<file path="config.mk">
export PLATFORM = sky130hd
export DESIGN_NAME = user_proj_pad_ctrl
export DESIGN_NICKNAME = d
export VERILOG_FILES = /design/src/rtl/pad_ctrl_pkg.sv /design/src/rtl/pad_sync.sv /design/src/rtl/user_proj_pad_ctrl.sv
export SDC_FILE = /design/constraint.sdc
export NUM_CORES = 1
export LEC_CHECK = 0
export ABC_AREA = 1
export ABC_CLOCK_PERIOD_IN_PS = 1950
export BUFFER_PORTS_ARGS = -buffer_cell sky130_fd_sc_hd__buf_2
export CAP_MARGIN = 15
export CORE_ASPECT_RATIO = 2
export CORE_MARGIN = 3
export CORE_UTILIZATION = 40
export DETAILED_ROUTE_END_ITERATION = 8
export GPL_ROUTABILITY_DRIVEN = 0
export MAX_ROUTING_LAYER = met4
export PLACE_DENSITY = 0.72
export SETUP_SLACK_MARGIN = 0.5
export SLEW_MARGIN = 5
export SYNTH_ARGS = -nofsm -noshare
export SYNTH_HDL_FRONTEND = slang
export SYNTH_SLANG_ARGS = --single-unit
</file>
<file path="constraint.sdc">
create_clock -name wb_clk_i -period 1.95 [get_ports wb_clk_i]
set_clock_uncertainty 0.1 [all_clocks]
set_input_delay 0.195 -clock wb_clk_i [delete_from_list [all_inputs] [get_ports wb_clk_i]]
set_output_delay 0.195 -clock wb_clk_i [all_outputs]
set_load 0.01 [all_outputs]
</file>
<file path="src/rtl/pad_ctrl_pkg.sv">
`default_nettype none
// ============================================================================
// Module      : pad_ctrl_pkg
// Description : Shared definitions for the user-project pad controller:
//               register offsets, ID constant, register reset values and
//               small helpers for pad masks and byte-lane expansion.
// Revision    : 1.0 - initial release
// ============================================================================
package pad_ctrl_pkg;

    // Byte offsets within the 256-byte window (lo word = pads 0..31).
    localparam logic [7:0] c_OFF_OUT_LO  = 8'h00;
    localparam logic [7:0] c_OFF_OUT_HI  = 8'h04;
    localparam logic [7:0] c_OFF_OEB_LO  = 8'h08;
    localparam logic [7:0] c_OFF_OEB_HI  = 8'h0C;
    localparam logic [7:0] c_OFF_SEL_LO  = 8'h10;
    localparam logic [7:0] c_OFF_SEL_HI  = 8'h14;
    localparam logic [7:0] c_OFF_IN_LO   = 8'h18;
    localparam logic [7:0] c_OFF_IN_HI   = 8'h1C;
    localparam logic [7:0] c_OFF_IEN_LO  = 8'h20;
    localparam logic [7:0] c_OFF_IEN_HI  = 8'h24;
    localparam logic [7:0] c_OFF_STAT_LO = 8'h28;
    localparam logic [7:0] c_OFF_STAT_HI = 8'h2C;
    localparam logic [7:0] c_OFF_ID      = 8'h30;

    // The pad count is OR-ed into the low byte of this value.
    localparam logic [31:0] c_ID_BASE = 32'h5241_5000;

    // Reset values before masking to the implemented pad count.
    localparam logic [63:0] c_RST_OUT      = 64'h0;
    localparam logic [63:0] c_RST_OEB      = {64{1'b1}};
    localparam logic [63:0] c_RST_SEL      = {64{1'b1}};
    localparam logic [63:0] c_RST_IRQ_EN   = 64'h0;
    localparam logic [63:0] c_RST_IRQ_STAT = 64'h0;

    // One bit set for every implemented pad.
    function automatic logic [63:0] pad_mask(input int unsigned pads);
        logic [63:0] m;
        m = '0;
        for (int i = 0; i < 64; i++) begin
            if (i < pads) m[i] = 1'b1;
        end
        return m;
    endfunction

    // Expand the 4-bit byte select into a 32-bit write mask.
    function automatic logic [31:0] lane_mask(input logic [3:0] sel);
        logic [31:0] m;
        m = '0;
        for (int k = 0; k < 4; k++) begin
            if (sel[k]) m[8*k +: 8] = 8'hFF;
        end
        return m;
    endfunction

endpackage
`default_nettype wire

</file>
<file path="src/rtl/pad_sync.sv">
`default_nettype none
// ============================================================================
// Module      : pad_sync
// Description : Single-pad input synchroniser with edge detection.
//               Ports: clk, rst (sync, active-high), d (raw pad input),
//               edge_en (gates edge reporting), q (synchronised value),
//               edge_det (q differs from its previous sample).
// Revision    : 1.0 - initial release
// ============================================================================
module pad_sync
    import pad_ctrl_pkg::*;
#(
    parameter int DEPTH = 2
) (
    input  logic clk,
    input  logic rst,
    input  logic d,
    input  logic edge_en,
    output logic q,
    output logic edge_det
);

    logic [DEPTH-1:0] r_chain;
    logic             r_prev;

    always_ff @(posedge clk) begin
        if (rst) begin
            r_chain <= '0;
            r_prev  <= 1'b0;
        end else begin
            r_chain <= {r_chain[DEPTH-2:0], d};
            r_prev  <= r_chain[DEPTH-1];
        end
    end

    assign q        = r_chain[DEPTH-1];
    assign edge_det = edge_en & (r_chain[DEPTH-1] ^ r_prev);

endmodule
`default_nettype wire

</file>
<file path="src/rtl/user_proj_pad_ctrl.sv">
`default_nettype none
// ============================================================================
// Module      : user_proj_pad_ctrl
// Description : Wishbone-controlled pad multiplexer with input synchronisers
//               and per-pad edge interrupts.
//               Ports: wb_clk_i/wb_rst_i (clock, sync active-high reset),
//               wbs_* (Wishbone slave), core_out/core_oeb/core_in (core side),
//               io_in/io_out/io_oeb (pad side), irq_o (level interrupt).
// Revision    : 1.0 - initial release
// ============================================================================
module user_proj_pad_ctrl
    import pad_ctrl_pkg::*;
#(
    parameter int          PADS        = 38,
    parameter logic [31:0] BASE_ADDR   = 32'h3000_0000,
    parameter int          SYNC_STAGES = 2
) (
    input  logic            wb_clk_i,
    input  logic            wb_rst_i,
    input  logic            wbs_cyc_i,
    input  logic            wbs_stb_i,
    input  logic            wbs_we_i,
    input  logic [3:0]      wbs_sel_i,
    input  logic [31:0]     wbs_adr_i,
    input  logic [31:0]     wbs_dat_i,
    output logic            wbs_ack_o,
    output logic [31:0]     wbs_dat_o,
    input  logic [PADS-1:0] core_out,
    input  logic [PADS-1:0] core_oeb,
    output logic [PADS-1:0] core_in,
    input  logic [PADS-1:0] io_in,
    output logic [PADS-1:0] io_out,
    output logic [PADS-1:0] io_oeb,
    output logic            irq_o
);

    localparam logic [63:0] c_MASK = pad_mask(PADS);
    localparam logic [31:0] c_ID   = c_ID_BASE | 32'(PADS);

    logic [63:0] r_out, r_oeb, r_sel, r_irq_en, r_irq_stat;
    logic        r_ack, r_irq, r_edge_en;
    logic [31:0] r_dat;

    logic        w_valid, w_hit, w_wr;
    logic [31:0] w_lane, w_rdata;
    logic [63:0] w_sync, w_edge, w_clr;
    logic [63:0] w_out_nxt, w_oeb_nxt, w_sel_nxt, w_ien_nxt, w_stat_nxt;

    // ---------------------------------------------------------------- pads
    for (genvar n = 0; n < PADS; n++) begin : g_pad
        pad_sync #(.DEPTH(SYNC_STAGES)) u_sync (
            .clk      (wb_clk_i),
            .rst      (wb_rst_i),
            .d        (io_in[n]),
            .edge_en  (r_edge_en),
            .q        (w_sync[n]),
            .edge_det (w_edge[n])
        );
        assign core_in[n] = w_sync[n];
        assign io_out[n]  = r_sel[n] ? core_out[n] : r_out[n];
        assign io_oeb[n]  = r_sel[n] ? core_oeb[n] : r_oeb[n];
    end

    for (genvar n = PADS; n < 64; n++) begin : g_tie
        assign w_sync[n] = 1'b0;
        assign w_edge[n] = 1'b0;
    end

    // ------------------------------------------------------------- decode
    // Holding ack for a cycle blocks re-triggering on the same strobe.
    assign w_valid = wbs_cyc_i & wbs_stb_i & ~r_ack;
    assign w_hit   = (wbs_adr_i[31:8] == BASE_ADDR[31:8]);
    assign w_wr    = w_valid & w_hit & wbs_we_i;
    assign w_lane  = lane_mask(wbs_sel_i);

    always_comb begin
        w_out_nxt = r_out;
        w_oeb_nxt = r_oeb;
        w_sel_nxt = r_sel;
        w_ien_nxt = r_irq_en;
        w_clr     = '0;
        if (w_wr) begin
            case (wbs_adr_i[7:0])
                c_OFF_OUT_LO:  w_out_nxt[31:0]  = (r_out[31:0]     & ~w_lane) | (wbs_dat_i & w_lane);
                c_OFF_OUT_HI:  w_out_nxt[63:32] = (r_out[63:32]    & ~w_lane) | (wbs_dat_i & w_lane);
                c_OFF_OEB_LO:  w_oeb_nxt[31:0]  = (r_oeb[31:0]     & ~w_lane) | (wbs_dat_i & w_lane);
                c_OFF_OEB_HI:  w_oeb_nxt[63:32] = (r_oeb[63:32]    & ~w_lane) | (wbs_dat_i & w_lane);
                c_OFF_SEL_LO:  w_sel_nxt[31:0]  = (r_sel[31:0]     & ~w_lane) | (wbs_dat_i & w_lane);
                c_OFF_SEL_HI:  w_sel_nxt[63:32] = (r_sel[63:32]    & ~w_lane) | (wbs_dat_i & w_lane);
                c_OFF_IEN_LO:  w_ien_nxt[31:0]  = (r_irq_en[31:0]  & ~w_lane) | (wbs_dat_i & w_lane);
                c_OFF_IEN_HI:  w_ien_nxt[63:32] = (r_irq_en[63:32] & ~w_lane) | (wbs_dat_i & w_lane);
                c_OFF_STAT_LO: w_clr[31:0]      = wbs_dat_i & w_lane;
                c_OFF_STAT_HI: w_clr[63:32]     = wbs_dat_i & w_lane;
                default: ;
            endcase
        end
        w_out_nxt  = w_out_nxt & c_MASK;
        w_oeb_nxt  = w_oeb_nxt & c_MASK;
        w_sel_nxt  = w_sel_nxt & c_MASK;
        w_ien_nxt  = w_ien_nxt & c_MASK;
        // A new edge is OR-ed in after the clear so it survives a W1C.
        w_stat_nxt = ((r_irq_stat & ~w_clr) | w_edge) & c_MASK;
    end

    always_comb begin
        w_rdata = '0;
        if (w_hit) begin
            case (wbs_adr_i[7:0])
                c_OFF_OUT_LO:  w_rdata = r_out[31:0];
                c_OFF_OUT_HI:  w_rdata = r_out[63:32];
                c_OFF_OEB_LO:  w_rdata = r_oeb[31:0];
                c_OFF_OEB_HI:  w_rdata = r_oeb[63:32];
                c_OFF_SEL_LO:  w_rdata = r_sel[31:0];
                c_OFF_SEL_HI:  w_rdata = r_sel[63:32];
                c_OFF_IN_LO:   w_rdata = w_sync[31:0];
                c_OFF_IN_HI:   w_rdata = w_sync[63:32];
                c_OFF_IEN_LO:  w_rdata = r_irq_en[31:0];
                c_OFF_IEN_HI:  w_rdata = r_irq_en[63:32];
                c_OFF_STAT_LO: w_rdata = r_irq_stat[31:0];
                c_OFF_STAT_HI: w_rdata = r_irq_stat[63:32];
                c_OFF_ID:      w_rdata = c_ID;
                default:       w_rdata = '0;
            endcase
        end
    end

    // ----------------------------------------------------------- registers
    always_ff @(posedge wb_clk_i) begin
        if (wb_rst_i) begin
            r_out      <= c_RST_OUT      & c_MASK;
            r_oeb      <= c_RST_OEB      & c_MASK;
            r_sel      <= c_RST_SEL      & c_MASK;
            r_irq_en   <= c_RST_IRQ_EN   & c_MASK;
            r_irq_stat <= c_RST_IRQ_STAT & c_MASK;
            r_ack      <= 1'b0;
            r_dat      <= '0;
            r_irq      <= 1'b0;
            r_edge_en  <= 1'b0;
        end else begin
            r_out      <= w_out_nxt;
            r_oeb      <= w_oeb_nxt;
            r_sel      <= w_sel_nxt;
            r_irq_en   <= w_ien_nxt;
            r_irq_stat <= w_stat_nxt;
            r_ack      <= w_valid;
            r_dat      <= w_valid ? w_rdata : 32'h0;
            r_irq      <= |(r_irq_stat & r_irq_en);
            // Stays low for the first cycle out of reset.
            r_edge_en  <= 1'b1;
        end
    end

    assign wbs_ack_o = r_ack;
    assign wbs_dat_o = r_dat;
    assign irq_o     = r_irq;

endmodule
`default_nettype wire

</file>
* Word level (Yosys, flattened, before mapping) *
Index checks and enable logic that the tools add are counted.

word-level totals
  register bits = 443
  output and inout bits = 148
  input port bits = 187
  word-level logic and storage cells = 307

operators by class
  muxes and demuxes = 85
  reductions and logical operators = 11
  equality and inequality tests = 13
  bitwise logic cells = 105

operators by type and width
  cell                                                                      count
  32-bit one-hot mux with 13 select lines                                   1
  32-bit bitwise AND                                                        9
  32-bit OR                                                                 8
  1-bit two-way mux                                                         77
  38-bit by 64-bit bitwise AND with 64-bit output                           1
  64-bit OR reduction                                                       1
  1-bit bitwise AND                                                         42
  8-bit by 6-bit equality test with 1-bit output (second input constant)    5
  38-bit bitwise AND                                                        1
  38-bit two-way mux                                                        1
  38-bit inverter                                                           1
  38-bit OR                                                                 1
  1-bit XOR                                                                 38
  8-bit by 5-bit equality test with 1-bit output (second input constant)    4
  32-bit two-way mux                                                        1
  8-bit two-way mux                                                         4
  32-bit inverter                                                           1
  24-bit by 22-bit equality test with 1-bit output (second input constant)  1
  8-bit by 4-bit equality test with 1-bit output (second input constant)    2
  2-bit AND reduction                                                       8
  8-bit by 3-bit equality test with 1-bit output (second input constant)    1
  8-bit zero test                                                           1
  6-bit two-way mux                                                         1
  1-bit inverter                                                            3
  3-bit OR reduction                                                        1

* Longest topological paths before layout *
Gate-level depths: netlist of the first run.

  depth after elaboration = 8
  gate-level depth with buffers = 12
  gate-level depth less buffers = 11

* By module *
From an unflattened synthesis of the first run, not the netlist that was laid out.

unflattened totals
  cells, all modules = 2330
  area, all modules = 15777.6 um^2

modules (own cells, without submodules)
  module              seq. area each (um^2)  cells an instance  area each (um^2)  times used
  user_proj_pad_ctrl  4504.3                 1836               11974.0           1
  pad_sync            60.1                   13                 100.1             38

* Worst setup path after synthesis of the first run *
Ideal clock, no wire load.

  path kind = reg2reg
  from = register r_ack, in the netlist wbs_ack_o
  to = register (tool-made name)
  data required time = 1.716 ns
  period minus slack after synthesis = 1.772 ns
  path buffers = 1
  arrival = 1.539 ns
  slack = 0.178 ns
  cell stages (with the launch flop) = 10
  setup time = 0.134 ns
  path through = dfxtp_1 nor2_1 nand3_1 nor2_4 nand2_1 buf_4 nor2_4 nand2_1 nand2_1 nand3_1

RTL lines
  element                 line                       text
  from (decl)             user_proj_pad_ctrl.sv:41   logic r_ack, r_irq, r_edge_en;
  from (signal assigned)  user_proj_pad_ctrl.sv:145  r_ack <= w_valid;

==> flow_summary_export.csv, run 1 <==
group,metric,value,unit
outcome,status,"finished clean",
pwr,combPwrFrac,9.4,%
pwr,p_leak,10.3,nW
placed_design,dp_hpwl,41300,um
timing,period_needed,1.77,ns
yosys,ys_warn_count,0,
final_layout,area_growth,42.7,%
clock_tree,clockBufferDepth,3,
pwr,swShare,24.7,%
final_layout,final_cell_mix,"nand2_1 (574), buf_2 (278), nor2_1 (247), dfxtp_1 (246), inv_1 (229)",
clock_tree,cts-root-buf,"clkbuf_16",
yosys,ys_ff_latch,339,
timing,rsz0062_at_grt,"yes",
yosys,async_flop_share,0,%
grt,antenna_found_initial,2,
grt,grt_max_degree,74,
worst_setup_path,required,2.31,ns
final_layout,instances_no_fill,3157,
worst_setup_path,start_kind,"flip-flop",
pwr,p_int,11.0,mW
clock_tree,cts_htree_levels,1,
final_layout,n_fill_cell,3254,
timing,worst_slew_pin_slew,0.486,ns
grt,grt_usage,27.9,%
timing,slew_headroom,67.3,%
pwr,power_switching,3.61,mW
floorplan,die_area,40800,um^2
clock_tree,clk_latency,0.58,ns
timing,drv_slew,0,
yosys,synth_edf_count,0,
timing,setup_viol,0,
yosys,synth_nets,2388,
placed_design,io_buffer_count,334,
drt,drt_iter0_drc,1049,
floorplan,die_h,283,um
worst_setup_path,cp_max_fo,8,
drt,wl_per_cell,19.3,um
final_layout,seqCellArea,7000,um^2
timing,hold_viol_final,0,
floorplan,core_region_area,37500,um^2
pwr,ir_worst_vdd,0.742,mV
drt,via_count,16800,
flow_run,max_cap_violations,0,
drt,firstDrtPassIters,5,
timing,holdWs,0.0432,ns
worst_setup_path,worstPathArrival,2.13,ns
drt,via_per_inst,5.33,
clock_tree,cts_made_buffers,31,
yosys,netlist_instances,2201,
floorplan,rows,100,
clock_tree,clkSinkCount,339,
placed_design,place_inst,2952,
grt,grt_pass1_vias,16300,
final_layout,drive_gt1_share,33.8,%
drt,ant_nets,0,
pwr,clkPwrFrac,42.1,%
grt,overflow,0,
yosys,synth_area,15300,um^2
hold_path,hold_path_class,"input pin to flip-flop",
timing,min_period_over_period,90.7,%
final_layout,mostFrequentLayoutCell,"nand2_1",
pwr,p_seq_share,48.6,%
final_layout,multi_input_area,7780,um^2
timing,fmax,565,MHz
drt,wl,60800,um
floorplan,io_pins,335,
floorplan,die_x,144,um
yosys,ys.flop_type,"dfxtp_1",
grt,grt_pass1_wl,85900,um
yosys,syn_area_per_cell,6.96,um^2
yosys,ys_types,31,
timing,fin_tns_setup,0,ns
pwr,p_per_area,670,nW/um^2
drt,drcViolationCount,0,
floorplan,initial_core_util,40.8,%
yosys,synth_seq_area_share,44.3,%
worst_setup_path,crit_path_end_kind,"flip-flop",
final_layout,final_nets,2862,
worst_setup_path,path_class,"flip-flop to flip-flop",
clock_tree,clkTransAtPathRegs,0.07,ns
clock_tree,cts_tree,"done",
-- worst max-delay path: stages (launching register included) --
cell	delay, ns
dfxtp_2	0.33
nor2_4	0.14
nand3_4	0.10
nor2_4	0.21
nand2_4	0.14
buf_12	0.18
nor2_4	0.11
nand2_2	0.15
nand2_1	0.10
nand3_1	0.07
-- metal layers --
metal	GRT usage [%]	part of all wire [%]
met1	26.5	32
met2	48.5	52
met3	3.78	6.4
met4	23.9	9.5
met5	-	0
-- synthesized netlist by cell type (23+ instances only) --
cell type    n  share of area, %
nand4_1     72               2.9
buf_4       43               2.1
o21bai_1    23               1.1
mux2_2      47               3.5
buf_2       29              0.95
a21oi_1     96               3.1
inv_1      247               6.0
nor2_1     270               6.6
o21ai_0     63               2.1
nand3_1    148               4.8
or2_2       33               1.3
clkbuf_1    56               1.4
nand2_1    651                16
dfxtp_1    339                44
-- path summary, 6_finish.rpt --
| path | start | slack (ns) | cells past startpoint | to |
|---|---|---|---|---|
| worst max-delay path | wbs_ack_o | 0.18 | 9 | flip-flop |
| worst min-delay path | wbs_dat_i[7] | 0.04 | 5 | flip-flop |
| worst max register to register | wbs_ack_o | 0.18 | 9 | flip-flop |
| worst min register to register | g_pad[8].u_sync.r_chain[0] | 0.29 | 2 | g_pad[8].u_sync.r_chain[1] |
-- area by class of cell --
cell class | instances | share of cell area, %
clock buffer | 37 | 3.88
multi-input combinational | 1474 | 35.6
clock inverter | 17 | 0.704
antenna | 2 | 0.0229
inverter | 250 | 4.32
tap | 459 | 2.63
sequential | 339 | 32.0
timing repair buffer | 579 | 20.9
-- timing repair --
item                       CTS  global route
hold endpoints to repair   172             0
setup endpoints to repair  322           334
hold buffers                74             0
setup buffers               29            42
cloned                       2             2
gates resized for setup    200           295
pin swaps                    4            47
-- power groups by stage --
stage | clock (mW) | sequential, mW | combinational [mW]
after CTS | 6.23 | 7.13 | 1.26
after global routing | 6.49 | 7.13 | 1.48
after floorplan | 0 | 7.28 | 0.585
after detailed placement | 0 | 7.32 | 1.06
after global placement | 0 | 7.31 | 1.04
final | 6.16 | 7.12 | 1.37
-- cell families after synthesis --
kind of cell,Yosys count,synth area share (%)
flip-flops,339,44.3
XOR/XNOR,6,0.343
AND/OR/NAND/NOR,1211,33.4
multiplexers,47,3.45
AO/OA/AOI/OAI,210,7.71
buffers and inverters,388,10.8
-- through the flow --
stage	instance area, um^2	util, %	setup WS [ns]	power, mW
floorplan	15500	-	0.352	7.86
global placement	18000	47.9	-0.108	8.36
detailed placement	18000	47.9	-0.138	8.38
CTS	20700	55.1	0.184	14.6
global route	21900	58.3	0.0614	15.1
finish	21900	58.3	0.181	14.6
No activity file was read; power rests on OpenSTA's default activity.
==> inputs of run 2 (changes only) <==
--- a/config.mk
+++ b/config.mk
@@ -11,11 +11,11 @@
 export CAP_MARGIN = 15
 export CORE_ASPECT_RATIO = 2
 export CORE_MARGIN = 3
-export CORE_UTILIZATION = 40
+export CORE_UTILIZATION = 55
 export DETAILED_ROUTE_END_ITERATION = 8
 export GPL_ROUTABILITY_DRIVEN = 0
 export MAX_ROUTING_LAYER = met4
-export PLACE_DENSITY = 0.72
+export PLACE_DENSITY = 0.91
 export SETUP_SLACK_MARGIN = 0.5
 export SLEW_MARGIN = 5
 export SYNTH_ARGS = -nofsm -noshare
==> run 2 against run 1 <==
Against the previous run:
- the flow now stops in global routing
- synthesized cell count stayed put
- area after synthesis stayed put
==> flow_summary_export.csv, run 2 <==
group,metric,value,unit
outcome,stop_stage,"global routing",
yosys,ys.flop_type,"dfxtp_1",
yosys,ys_top_cells_by_area,"dfxtp_1 (44%), nand2_1 (16%), nor2_1 (6.6%)",
outcome,status,"aborted with a tool error",
clock_tree,clockBufferDepth,3,
yosys,syn_area_per_cell,6.96,um^2
yosys,synth_commonest_cells,"nand2_1 (651), dfxtp_1 (339), nor2_1 (270), inv_1 (247), nand3_1 (148)",
clock_tree,clkSinkCount,339,
placed_design,io_buffer_count,334,
grt,grt_usage,65.6,%
placed_design,dp_hpwl,38300,um
yosys,ys_ff_latch,339,
grt,grt_max_degree,89,
clock_tree,cts-root-buf,"clkbuf_16",
yosys,synth_area,15300,um^2
yosys,synth_most_common_cell,"nand2_1",
yosys,ys_types,31,
floorplan,rows,85,
yosys,synth_seq_area_share,44.3,%
floorplan,die_h,242,um
grt,overflow,69,
yosys,synth_edf_count,0,
floorplan,initial_core_util,56.3,%
floorplan,die_x,124,um
timing,worstEndpointGrtRepair,"_3627_/D",
clock_tree,cts_made_buffers,28,
yosys,async_flop_share,0,%
placed_design,place_inst,2815,
yosys,ys_warn_count,0,
floorplan,io_pins,335,
outcome,tool.error,"[ERROR GRT-0232] Routing congestion too high. Check the congestion heatmap in the GUI.",
yosys,netlist_instances,2201,
yosys,synth_nets,2388,
yosys,yosysTopAreaCell,"dfxtp_1",
yosys,synth_top_area_share,44.3,%
timing,worstEpCategory,"register data pin",
clock_tree,cts_htree_levels,1,
-- run 2: cell counts after synthesis --
Identical to the previous run, type by type.
-- run 2: kinds of logic after synthesis --
family	after synthesis	share of synthesized area, %
buffers and inverters	388	10.8
AO/OA/AOI/OAI	210	7.71
AND/OR/NAND/NOR	1211	33.4
multiplexers	47	3.45
XOR/XNOR	6	0.343
flip-flops	339	44.3
-- run 2: per-stage QoR --
step                      setup slack, ns  hold slack (ns)  area [um^2]
after detailed placement           -0.173            0.292        17500
after CTS                           0.156           -0.196        21400
after global placement            -0.0805            0.289        17500
after floorplan                     0.352            0.202        15500
-- run 2: per-layer routing --
layer,track usage [%],GRT overflow
met5,-,-
met4,65.6,33
met3,44.7,0
met2,83.2,36
met1,62.5,0
-- run 2: what timing repair did --
item	CTS
resized for setup	379
buffers inserted	66
endpoints found under the setup margin	304
hold buffers	73
hold endpoints to repair	147
pin swaps	41
gates cloned	12
==> inputs of run 3 (changes only) <==
--- a/config.mk
+++ b/config.mk
@@ -9,14 +9,11 @@
 export ABC_CLOCK_PERIOD_IN_PS = 1950
 export BUFFER_PORTS_ARGS = -buffer_cell sky130_fd_sc_hd__buf_2
 export CAP_MARGIN = 15
-export CORE_ASPECT_RATIO = 2
 export CORE_MARGIN = 3
-export CORE_UTILIZATION = 55
+export CORE_UTILIZATION = 40
 export DETAILED_ROUTE_END_ITERATION = 8
 export GPL_ROUTABILITY_DRIVEN = 0
-export MAX_ROUTING_LAYER = met4
-export PLACE_DENSITY = 0.91
-export SETUP_SLACK_MARGIN = 0.5
+export PLACE_DENSITY_LB_ADDON = 0.15
 export SLEW_MARGIN = 5
 export SYNTH_ARGS = -nofsm -noshare
 export SYNTH_HDL_FRONTEND = slang
==> run 3 against run 2 <==
Against the previous run:
- the run now ends clean
==> flow_summary_export.csv, run 3 (synthesized netlist as in run 1, its figures left out) <==
group,metric,value,unit
grt,overflow,0,
timing,layout_setup_ws,0.0936,ns
floorplan,core_region_area,37800,um^2
worst_setup_path,start_kind,"flip-flop",
worst_setup_path,path_class,"flip-flop to flip-flop",
grt,grt_pass1_vias,14800,
floorplan,initial_core_util,40.6,%
hold_path,hold_path_class,"input pin to flip-flop",
hold_path,worstHoldPathCells,5,
pwr,clkPwrFrac,48.0,%
clock_tree,cts_made_buffers,40,
clock_tree,clkSinkCount,339,
clock_tree,cts_htree_levels,2,
drt,via_per_inst,4.89,
drt,via_count,15400,
placed_design,place_ws,-0.155,ns
final_layout,drive_gt1_share,23.1,%
pwr,p_per_area,798,nW/um^2
final_layout,n_fill_cell,3689,
drt,firstDrtPassIters,5,
timing,drv_slew,0,
pwr,swShare,22.9,%
clock_tree,clkTransAtPathRegs,0.06,ns
worst_setup_path,crit_path_end_kind,"flip-flop",
final_layout,mostFrequentLayoutCell,"nand2_1",
final_layout,antennaDiodeCount,0,
final_layout,final_cell_mix,"nand2_1 (645), dfxtp_1 (338), buf_2 (333), nor2_1 (264), inv_1 (247)",
pwr,power_switching,3.66,mW
final_layout,final_nets,2799,
grt,grt_max_degree,88,
grt,antenna_found_initial,0,
drt,drcViolationCount,0,
grt,grt_pass1_wl,81700,um
worst_setup_path,cp_max_fo,8,
floorplan,die_area,40700,um^2
placed_design,io_buffer_count,334,
drt,ant_nets,0,
pwr,ir_worst_vdd,0.548,mV
worst_setup_path,worstPathArrival,2.21,ns
timing,hold_viol_final,0,
pwr,p_leak,9.66,nW
floorplan,rows,71,
pwr,p_seq_share,44.8,%
pwr,p_int,12.3,mW
timing,min_period_over_period,95.2,%
timing,slew_headroom,66.6,%
drt,wl_per_cell,16.8,um
placed_design,dp_hpwl,38000,um
final_layout,area_growth,30.8,%
flow_run,max_cap_violations,0,
clock_tree,clockBufferDepth,3,
clock_tree,cts_tree,"done",
worst_setup_path,rr_worst_depth,8,
drt,drt_iter0_drc,1030,
timing,setup_viol,0,
worst_setup_path,required,2.30,ns
grt,grt_usage,25.2,%
timing,period_needed,1.86,ns
drt,wl,53000,um
floorplan,die_x,202,um
pwr,combPwrFrac,7.2,%
floorplan,die_h,202,um
outcome,status,"finished clean",
timing,worst_slew_pin_slew,0.501,ns
clock_tree,cts-root-buf,"clkbuf_16",
clock_tree,clk_latency,0.53,ns
floorplan,io_pins,335,
timing,fmax,539,MHz
clock_tree,postCtsSetupBuffers,0,
final_layout,fin_util,53.1,%
run 3: path summary, 6_finish.rpt:
| kind | start | slack, ns | endpoint |
|---|---|---|---|
| max | wbs_ack_o | 0.09 | flip-flop |
| min | wbs_dat_i[31] | 0.02 | flip-flop |
| max reg2reg | wbs_ack_o | 0.09 | flip-flop |
| min reg2reg | g_pad[27].u_sync.r_chain[0] | 0.29 | g_pad[27].u_sync.r_chain[1] |
run 3: power by group through the flow:
| stage | clock network [mW] | registers (mW) | logic, mW |
|---|---|---|---|
| floorplan | 0 | 7.28 | 0.575 |
| global placement | 0 | 7.31 | 1.02 |
| detailed placement | 0 | 7.32 | 1.03 |
| CTS | 7.81 | 7.16 | 1.14 |
| global route | 8.11 | 7.18 | 1.26 |
| finish | 7.68 | 7.17 | 1.14 |
run 3: metrics by stage:
step	setup TNS [ns]	total power, mW	area [um^2]	instances	hold slack [ns]
6_report	0	16.0	20000	3152	0.0189
5_1_grt	-0.0870	16.6	20000	3152	0.0172
4_1_cts	0	16.1	20000	3152	0.00606
3_5_place_dp	-15.70	8.35	17900	3009	0.292
3_3_place_gp	-7.19	8.33	17900	3009	0.290
2_1_floorplan	0	7.85	15300	2201	0.202
run 3: routing by layer:
| metal | wire (um) | vias to the layer above | track usage, % |
|---|---|---|---|
| li1 | - | 7726 | - |
| met1 | 24200 | 7069 | 34.6 |
| met2 | 23900 | 526 | 40.9 |
| met3 | 3280 | 102 | 3.69 |
| met4 | 1640 | 0 | 8.32 |
| met5 | 0 | - | 0 |
run 3: worst max-delay path, cell delays in order, from the launching register on:
cell,delay (ns)
dfxtp_1,0.32
nor2_2,0.15
nand3_2,0.13
nor2_4,0.18
nand2_2,0.13
buf_4,0.20
nor2_1,0.29
nand2_1,0.10
a21oi_1,0.16
run 3: what timing repair did:
item                                    4_1_cts  5_1_grt
hold endpoints to repair                    132        0
resized for setup                             3       12
pin swaps                                     1        2
hold buffers                                 71        0
endpoints found under the setup margin       73      182
gates cloned                                  1        0
run 3: area by class of cell:
cell class / instances / area, um^2 / area share [%]
multi-input combinational: 1475 / 6980 / 34.8
sequential: 339 / 6790 / 33.9
timing repair buffer: 506 / 3340 / 16.7
clock buffer: 61 / 1190 / 5.94
inverter: 250 / 938 / 4.68
tap: 511 / 639 / 3.19
clock inverter: 10 / 164 / 0.818
==> inputs of run 4 (changes only) <==
--- a/config.mk
+++ b/config.mk
@@ -5,8 +5,7 @@
 export SDC_FILE = /design/constraint.sdc
 export NUM_CORES = 1
 export LEC_CHECK = 0
-export ABC_AREA = 1
-export ABC_CLOCK_PERIOD_IN_PS = 1950
+export ABC_CLOCK_PERIOD_IN_PS = 2050
 export BUFFER_PORTS_ARGS = -buffer_cell sky130_fd_sc_hd__buf_2
 export CAP_MARGIN = 15
 export CORE_MARGIN = 3
==> constraint.sdc (replaced) <==
create_clock -name wb_clk_i -period 2.05 [get_ports wb_clk_i]
set_clock_uncertainty 0.1 [all_clocks]
set_input_delay 0.205 -clock wb_clk_i [delete_from_list [all_inputs] [get_ports wb_clk_i]]
set_output_delay 0.205 -clock wb_clk_i [all_outputs]
set_load 0.01 [all_outputs]
==> run 4 against run 3 <==
Against the previous run:
- area after synthesis is 6.9% lower
- global-route usage is 0.52 points higher
- sequential share of layout area is 1.4 points higher
- clock power is 6.8% lower
- register-to-register slack worse by 0.06 ns
- sequential power is 4.6% lower
- core utilization is 2.0 points higher
- die area is 6.7% lower
- largest power group unchanged
==> flow_summary_export.csv, run 4 <==
group,metric,value,unit
worst_setup_path,worstPathArrival,2.31,ns
yosys,yosysTopAreaCell,"dfxtp_1",
hold_path,hold_path_class,"input pin to flip-flop",
clock_tree,clockBufferDepth,3,
worst_setup_path,path_class,"flip-flop to flip-flop",
yosys,synth_most_common_cell,"dfxtp_1",
drt,wl_met3,4780,um
clock_tree,cts-root-buf,"clkbuf_16",
drt,via_per_inst,5.42,
final_layout,final_nets,2084,
floorplan,die_area,38000,um^2
grt,grt_pass1_vias,12700,
worst_setup_path,required,2.34,ns
grt,grt_max_degree,106,
yosys,ys_ff_latch,339,
clock_tree,clk_latency,0.52,ns
final_layout,drive_gt1_share,33.4,%
yosys,synth_edf_count,0,
placed_design,place_area,17200,um^2
drt,firstDrtPassIters,5,
worst_setup_path,critical_path.max_stage_delay,0.52,ns
drt,wl,50400,um
clock_tree,cts_tree,"done",
final_layout,fin_util,55.1,%
worst_setup_path,start_kind,"flip-flop",
timing,worst_slew_pin_slew,0.811,ns
grt,overflow,0,
floorplan,die_h,195,um
yosys,ys_top_cells_by_area,"dfxtp_1 (48%), mux2_2 (6.3%), mux2i_1 (6.0%)",
yosys,syn_area_per_cell,9.79,um^2
grt,grt_pass1_wl,76800,um
worst_setup_path,crit_chain,"and3b_2 -> buf_4 -> nand4_1 -> or4_1 -> buf_6 -> mux2i_1 -> nor2_1",
yosys,ys_types,57,
worst_setup_path,rr_startpoint,"wbs_ack_o",
outcome,status,"finished clean",
final_layout,mostFrequentLayoutCell,"dfxtp_1",
yosys,synth_top_area_share,47.5,%
yosys,ys_warn_count,0,
drt,wl_met1,23400,um
floorplan,die_x,195,um
timing,rsz0062_at_grt,"yes",
grt,grt_usage,25.7,%
timing,drv_slew,0,
timing,setup_viol,0,
timing,period_needed,2.02,ns
clock_tree,postCtsSetupBuffers,0,
placed_design,io_buffer_count,334,
hold_path,worstHoldPathCells,3,
placed_design,dp_hpwl,37300,um
clock_tree,clkSinkCount,339,
hold_path,hp-start,"wbs_dat_i[2]",
timing,holdWs,0.0304,ns
drt,ant_nets,0,
drt,drt_iter0_drc,1355,
pwr,ir_worst_vdd,0.503,mV
yosys,async_flop_share,0,%
drt,dr_wl_met2,21000,um
final_layout,area_growth,34.7,%
drt,drcViolationCount,0,
timing,hold_viol_final,0,
flow_run,max_cap_violations,0,
pwr,p_leak,7.74,nW
grt,antenna_found_initial,1,
yosys,synth_seq_area_share,47.5,%
worst_setup_path,crit_path_end_kind,"flip-flop",
yosys,synth_commonest_cells,"dfxtp_1 (339), nor2_1 (130), nor2b_1 (116), a21oi_1 (105), nand2_1 (92)",
timing,min_period_over_period,98.4,%
worst_setup_path,cp_max_fo,6,
placed_design,place_ws,-0.235,ns
timing,layout_setup_ws,0.0323,ns
floorplan,rows,68,
final_layout,antennaDiodeCount,0,
worst_setup_path,worst-path-buf-inv,2,
yosys,netlist_instances,1458,
pwr,p_per_area,788,nW/um^2
floorplan,core_region_area,34900,um^2
final_layout,final_cell_mix,"dfxtp_1 (339), buf_2 (333), nor2_1 (128), nor2b_1 (116), a21oi_1 (105)",
timing,fmax,496,MHz
pwr,total_power,15.1,mW
worst_setup_path,r2r_slack,0.03,ns
floorplan,io_pins,335,
timing,slew_headroom,45.9,%
drt,wl_per_cell,21.2,um
yosys,ys.flop_type,"dfxtp_1",
worst_setup_path,cp_top_family,"simple AND/OR/NAND/NOR gates",
worst_setup_path,rr_worst_depth,7,
clock_tree,cts_htree_levels,2,
yosys,synth_area,14300,um^2
clock_tree,cts_made_buffers,37,
drt,via_count,12900,
floorplan,initial_core_util,40.9,%
worst_setup_path,critical-path-slowest-cell,"or4_1",
clock_tree,clkTransAtPathRegs,0.06,ns
drt,top_layer_used,"met4",
yosys,synth_nets,1645,
final_layout,fin_area,19200,um^2
==> run 4: cell count changes in the layout (fill, tap and decap cells not counted), moves of 30 or more <==
cell,change
inv_1,-247
mux2_2,+33
mux2i_1,+85
nand2_1,-553
nand3_1,-140
nand4_1,-69
nor2_1,-136
nor2b_1,+116
nor3_1,+58
o21ai_0,-30
or2_2,-32
==> run 4: final cells by class <==
class                      count  area, um^2
timing repair buffer         532        3670
clock inverter                12         224
fill                        3154       15700
multi-input combinational    986        6870
tap                          455         569
inverter                       1        3.75
sequential                   339        6790
clock buffer                  53        1100
==> run 4: cell families (layout without fill, tap and decap cells) <==
logic type / Yosys count / after routing / share of synthesized area, %
AOI/OAI and AO/OA: 296 / 296 / 13.8
xor gates and xnor gates: 38 / 38 / 2.33
buffers and inverters: 133 / 598 / 4.79
DFF: 339 / 339 / 47.5
muxes: 166 / 166 / 12.4
and+or+nand+nor: 486 / 486 / 19.1
==> run 4: worst register-to-register path: stages, from the launching register on <==
cell	delay, ns
dfxtp_1	0.30
and3b_2	0.29
buf_4	0.14
nand4_1	0.15
or4_1	0.52
buf_6	0.16
mux2i_1	0.17
nor2_1	0.05
==> run 4: worst max path at each step <==
stage / start / to / slack [ns] / depth (start not counted)
CTS: wbs_ack_o / r_irq_stat[17] / 0.02 / 6
detailed placement: wbs_adr_i[16] / r_irq_stat[12] / -0.23 / 7
global route: wbs_ack_o / flip-flop / -0.004 / 7
floorplan: wbs_adr_i[3] / flip-flop / -0.02 / 6
global placement: wbs_adr_i[18] / r_irq_stat[12] / -0.18 / 7
finish: wbs_ack_o / flip-flop / 0.03 / 7
==> run 4: layer usage <==
metal	vias up	track usage, %
met3	84	5.96
met1	6083	38.1
met5	-	0
met4	0	6.44
li1	6086	-
met2	632	37.8
==> run 4: repair_timing <==
action	CTS	global route
hold buffers	68	0
endpoints found under the hold margin	173	0
gates resized for setup	1	5
pin swaps	1	2
setup endpoints to repair	25	26
==> run 4: where the power goes <==
part,internal (mW),switching [mW]
registers,6.72,0.115
clock network,4.48,2.68
logic,0.557,0.588
total,11.8,3.38
==> run 4: per-stage QoR <==
stage	instances	setup TNS [ns]
floorplan	1458	-0.202
global placement	2245	-10.07
detailed placement	2245	-17.89
CTS	2378	0
global route	2378	-0.00390
finish	2378	0
